===== src/rtl/hash_bram_packer.sv =====
// hash_bram_packer: packs pairs of 32-bit hash beats into 64-bit words and
// writes them to consecutive hash BRAM addresses, then raises HASH_ready.
//
// Optional build macro: HASH_PACK_BSWAP_EN (byte-reverse each beat before packing).
//
// Ports:
//   clk, rst_n          clock, synchronous active-low reset
//   start               one-cycle fill request (honoured in IDLE/DONE only)
//   base_addr           first BRAM byte address, latched on accepted start
//   word_count          number of 64-bit words, latched on accepted start
//   in_valid/in_data    hash beat stream
//   in_ready            beat accepted when in_valid && in_ready
//   bram_waddr/wdata    registered write address/data
//   bram_wmask          8'hFF with bram_wen, else 8'h00
//   bram_wen            registered write strobe, one cycle per word
//   HASH_ready          level, high in DONE until next accepted start or reset
module hash_bram_packer #(
  parameter int unsigned ADDR_STEP = 8,
  parameter int unsigned CNT_W     = 16
) (
  input  logic             clk,
  input  logic             rst_n,
  input  logic             start,
  input  logic [31:0]      base_addr,
  input  logic [CNT_W-1:0] word_count,
  input  logic             in_valid,
  input  logic [31:0]      in_data,
  output logic             in_ready,
  output logic [31:0]      bram_waddr,
  output logic [63:0]      bram_wdata,
  output logic [7:0]       bram_wmask,
  output logic             bram_wen,
  output logic             HASH_ready
);

  typedef enum logic [2:0] {
    IDLE    = 3'd0,
    FILL_LO = 3'd1,
    FILL_HI = 3'd2,
    DRAIN   = 3'd3,
    DONE    = 3'd4
  } state_t;

  state_t           r_state;
  logic [31:0]      r_lo;
  logic [31:0]      r_addr;
  logic [CNT_W-1:0] r_cnt;
  logic             r_in_ready;
  logic             r_wen;
  logic [31:0]      r_waddr;
  logic [63:0]      r_wdata;
  logic             r_hash_ready;

  state_t           w_state_nxt;
  logic [31:0]      w_lo_nxt;
  logic [31:0]      w_addr_nxt;
  logic [CNT_W-1:0] w_cnt_nxt;
  logic             w_in_ready_nxt;
  logic             w_wen_nxt;
  logic [31:0]      w_waddr_nxt;
  logic [63:0]      w_wdata_nxt;
  logic             w_hash_ready_nxt;
  logic             w_hs;
  logic [31:0]      w_beat;

  // in_ready is registered and tracks the FILL states exactly, so it is the handshake gate
  assign w_hs = in_valid && r_in_ready;

`ifdef HASH_PACK_BSWAP_EN
  // Little-endian lanes for big-endian cores
  assign w_beat = {in_data[7:0], in_data[15:8], in_data[23:16], in_data[31:24]};
`else
  assign w_beat = in_data;
`endif

  // Next-state and next-output logic
  always_comb begin
    w_state_nxt = r_state;
    w_lo_nxt    = r_lo;
    w_addr_nxt  = r_addr;
    w_cnt_nxt   = r_cnt;
    w_wen_nxt   = 1'b0;
    w_waddr_nxt = r_waddr;
    w_wdata_nxt = r_wdata;
    case (r_state)
      IDLE, DONE: begin
        if (start) begin
          w_addr_nxt  = base_addr;
          w_cnt_nxt   = word_count;
          w_state_nxt = (word_count == '0) ? DONE : FILL_LO;
        end
      end
      FILL_LO: begin
        if (w_hs) begin
          w_lo_nxt    = w_beat;
          w_state_nxt = FILL_HI;
        end
      end
      FILL_HI: begin
        if (w_hs) begin
          w_wdata_nxt = {w_beat, r_lo};
          w_waddr_nxt = r_addr;
          w_wen_nxt   = 1'b1;
          w_addr_nxt  = r_addr + 32'(ADDR_STEP);
          w_cnt_nxt   = r_cnt - CNT_W'(1);
          // Drain cycle lets the last write land before HASH_ready rises
          w_state_nxt = (r_cnt == CNT_W'(1)) ? DRAIN : FILL_LO;
        end
      end
      DRAIN:   w_state_nxt = DONE;
      default: w_state_nxt = IDLE;
    endcase
    w_in_ready_nxt   = (w_state_nxt == FILL_LO) || (w_state_nxt == FILL_HI);
    w_hash_ready_nxt = (w_state_nxt == DONE);
  end

  // State and output registers
  always_ff @(posedge clk) begin
    if (!rst_n) begin
      r_state      <= IDLE;
      r_lo         <= '0;
      r_addr       <= '0;
      r_cnt        <= '0;
      r_in_ready   <= 1'b0;
      r_wen        <= 1'b0;
      r_waddr      <= '0;
      r_wdata      <= '0;
      r_hash_ready <= 1'b0;
    end else begin
      r_state      <= w_state_nxt;
      r_lo         <= w_lo_nxt;
      r_addr       <= w_addr_nxt;
      r_cnt        <= w_cnt_nxt;
      r_in_ready   <= w_in_ready_nxt;
      r_wen        <= w_wen_nxt;
      r_waddr      <= w_waddr_nxt;
      r_wdata      <= w_wdata_nxt;
      r_hash_ready <= w_hash_ready_nxt;
    end
  end

  assign in_ready   = r_in_ready;
  assign bram_wen   = r_wen;
  assign bram_wmask = {8{r_wen}};
  assign bram_waddr = r_waddr;
  assign bram_wdata = r_wdata;
  assign HASH_ready = r_hash_ready;

endmodule


===== config.mk =====
export PLATFORM = sky130hd
export DESIGN_NAME = hash_bram_packer
export DESIGN_NICKNAME = d
export VERILOG_FILES = /design/src/rtl/hash_bram_packer.sv
export SDC_FILE = /design/constraint.sdc
export NUM_CORES = 1
export LEC_CHECK = 0
export ABC_AREA = 1
export CAP_MARGIN = 40
export CORE_MARGIN = 8
export CORE_UTILIZATION = 30
export DETAILED_ROUTE_END_ITERATION = 12
export MAX_ROUTING_LAYER = met4
export PLACE_DENSITY = 0.6
export SLEW_MARGIN = 20
export SYNTH_ARGS = -nofsm -noshare
export SYNTH_HDL_FRONTEND = slang
export SYNTH_SLANG_ARGS = --single-unit

===== constraint.sdc =====
create_clock -name clk -period 1.5 [get_ports clk]
set_input_delay 0.3 -clock clk [delete_from_list [all_inputs] [get_ports clk]]
set_output_delay 0.3 -clock clk [all_outputs]
set_load 0.005 [all_outputs]

==> flow_summary_export.csv <==
group,metric,value,unit
grt,grt_pass1_wl,41.5,mm
synth,synth_seq_area_share,45.5,%
die,io_pins,191,
synth,yosysTopAreaCellShare,45.5,%
route,routed_wl,27.1,mm
timing,tightest_slew,0.333,ns
die,rows,59,
job,max_cap_viol_count,0,
clocking,cts_root_buf,"clkbuf_16",
synth,yosysTopAreaCell,"dfxtp_1",
layout,multi_input_area,3880,um^2
synth,netlist_instances,1132,
synth,synth-main-ff-cell,"dfxtp_1",
placed_design,hpwl,19.4,mm
grt,gr-total-overflow,0,
power_and_ir_drop,p_leak,5.18,nW
synth,synth_edf_count,0,
placed_design,place_area,10900,um^2
placed_design,port_buffers,190,
min_path,hp-class,"in -> reg",
layout,design_area,11900,um^2
timing,fin_skew,0.0139,ns
power_and_ir_drop,p_per_area,954,nW/um^2
die,core-area,26100,um^2
clocking,clk_pin_slew,0.07,ns
synth,synth.most_common_cell,"nand2_1",
setup_path,cp_max_fo,66,
synth,avgSynthCellArea,7.07,um^2
grt,grt_max_degree,67,
placed_design,gp_congestion,0.876,
synth,synth_area_leaders,"dfxtp_1 (46%), o21ai_0 (9.9%), nand2_1 (9.3%)",
power_and_ir_drop,pwr-share-seq,45.1,%
timing,hold-worst-slack,0.258,ns
timing,rsz0062_at_grt,"true",
power_and_ir_drop,internal_power,8.39,mW
synth,synth_fp_nets,1219,
grt,grt_pass1_vias,7830,
grt,grt_usage,16.7,%
timing,finalHoldViolations,0,
layout,finalNetCount,1470,
clocking,cts_hold_buf,0,
route,drt_iter0_markers,561,
clocking,clk_latency,0.43,ns
timing,max_freq,688,MHz
die,die_height,179,um
power_and_ir_drop,p_sw,2.92,mW
setup_path,startpoint_type,"flip-flop",
power_and_ir_drop,finalPower,11.3,mW
synth,syn_area,8000,um^2
timing,fin_tns_setup,0,ns
power_and_ir_drop,pwr-share-comb,12.4,%
synth,synth_warnings,0,
clocking,cts_tree,"yes",
setup_path,required,1.81,ns
route,ant_nets,0,
route,firstDrtPassIters,5,
power_and_ir_drop,peakVddDrop,0.621,mV
setup_path,cp-end-kind,"flip-flop",
synth,synth_common_cells,"nand2_1 (199), dfxtp_1 (182), nor2_1 (181)",
power_and_ir_drop,p_clk_share,42.5,%
setup_path,worstSetupPathType,"reg -> reg",
clocking,cts.htree.levels,4,
run_status,status,"complete, no violations",
die,start_util,30.6,%
layout,drive_gt1_share,18.0,%
timing,timing_max_transition_violations_final,0,
route,viasPerCell,4.76,
power_and_ir_drop,switching_share,25.8,%
synth,synth.distinct_cells,34,
timing,period_minus_slack,1.45,ns
timing,slew_headroom,77.7,%
clocking,cts_buffers,17,
clocking,clockBufferDepth,2,
synth,async_reset_ff_share,0,%
timing,setup_viol,0,
clocking,cts_num_sinks,182,
route,num_vias,8232,
setup_path,crit_arrival,1.77,ns
route,post-route-drc-count,0,
die,die_width,179,um
layout,antenna_cells,0,
layout,n_fill_cell,2734,
grt,antenna_found_initial,0,
synth,synth_seq_cells,182,
layout,syn_to_final_growth,48.2,%
die,die-area,32100,um^2
layout,ff_latch_area,3680,um^2
route,routedWlPerCell,15.7,um
timing,fin_crit_sh,97.0,%
## per-stage QoR
stage	utilization (%)	setup WS, ns	std cells
global route	45.4	-0.0441	1731
detailed placement	41.7	-0.408	1690
global placement	41.7	-0.371	1690
CTS	43.9	0.00242	1722
floorplan	-	0.104	1132
finish	45.4	0.0456	1731
## worst max-delay path: stages (launching register included)
cell and delay [ns]:
dfxtp_2 0.34, buf_4 0.14, nor4_2 0.28, inv_2 0.07
buf_12 0.17, o21ai_0 0.21, a21oi_1 0.05
## sequential cells by signal, summed over array words and instances, names as in the netlist
register,cells
bram_wen,1
bram_wdata,64
in_ready,1
HASH_ready,1
bram_waddr,32
r_addr,32
r_lo,32
r_state,3
r_cnt,16
## per-layer routing
layer	global-route usage (%)	share of wire, %	vias up
met5	-	0	-
met1	21.1	46	3803
li1	-	-	4210
met4	4.20	1.3	0
met3	3.52	4.8	23
met2	27.0	48	196
## cell type report
cell class              count  area share, %
well taps                 335           3.54
clock inverters            14           1.60
flip-flops and latches    182           31.0
multi-input cells         791           32.7
inverters                  85           2.82
repair buffers            306           24.6
clock buffers              18           3.70
## layout by cell type, fill, tap and decap left out, drive strengths merged, types with 3 or more instances in the layout
master	instances
nand2	200
nor2	185
dfxtp	182
o21ai	164
a21oi	131
buf	113
dlygate4sd2	107
inv	90
clkdlybuf4s50	82
nand3	61
clkbuf	22
o21a	15
or2	7
a31oi	7
clkinvlp	5
o211ai	4
nand4	3
bufinv	3
ha	3
## power groups by stage
stage | Combinational, mW | Clock, mW | Sequential [mW]
floorplan | 0.645 | 0 | 5.17
CTS | 1.29 | 4.95 | 5.07
detailed placement | 1.28 | 0 | 5.19
global route | 1.55 | 5.15 | 5.11
global placement | 1.27 | 0 | 5.19
finish | 1.40 | 4.81 | 5.10
## repair_timing
item / CTS / global route
gates resized for setup: 134 / 109
pin swaps: 2 / 7
cloned: 0 / 4
setup buffers: 0 / 5
setup endpoints to repair: 124 / 123
## kinds of logic (layout without fill, tap and decap cells)
group / Yosys count / after routing / synth area share, %
AND/OR/NAND/NOR: 462 / 462 / 23.9
AO/OA/AOI/OAI: 324 / 324 / 21.1
flip-flops: 182 / 182 / 45.5
buffers and inverters: 159 / 423 / 8.71
adder cells (fa/ha/maj): 3 / 3 / 0.469
XOR/XNOR: 2 / 2 / 0.219
## worst paths after layout
check | endpoint | depth (start not counted) | slack (ns) | startpoint
max | r_lo[22]$_SDFFE_PN0P_ | 6 | 0.05 | r_state[1]$_SDFF_PN0_
min | bram_wdata[22]$_SDFFE_PN0P_ | 3 | 0.26 | rst_n
max reg2reg | r_lo[22]$_SDFFE_PN0P_ | 6 | 0.05 | r_state[1]$_SDFF_PN0_
min reg2reg | bram_wdata[20]$_SDFFE_PN0P_ | 2 | 0.45 | r_lo[20]$_SDFFE_PN0P_
(Power assumes the default switching activity.)
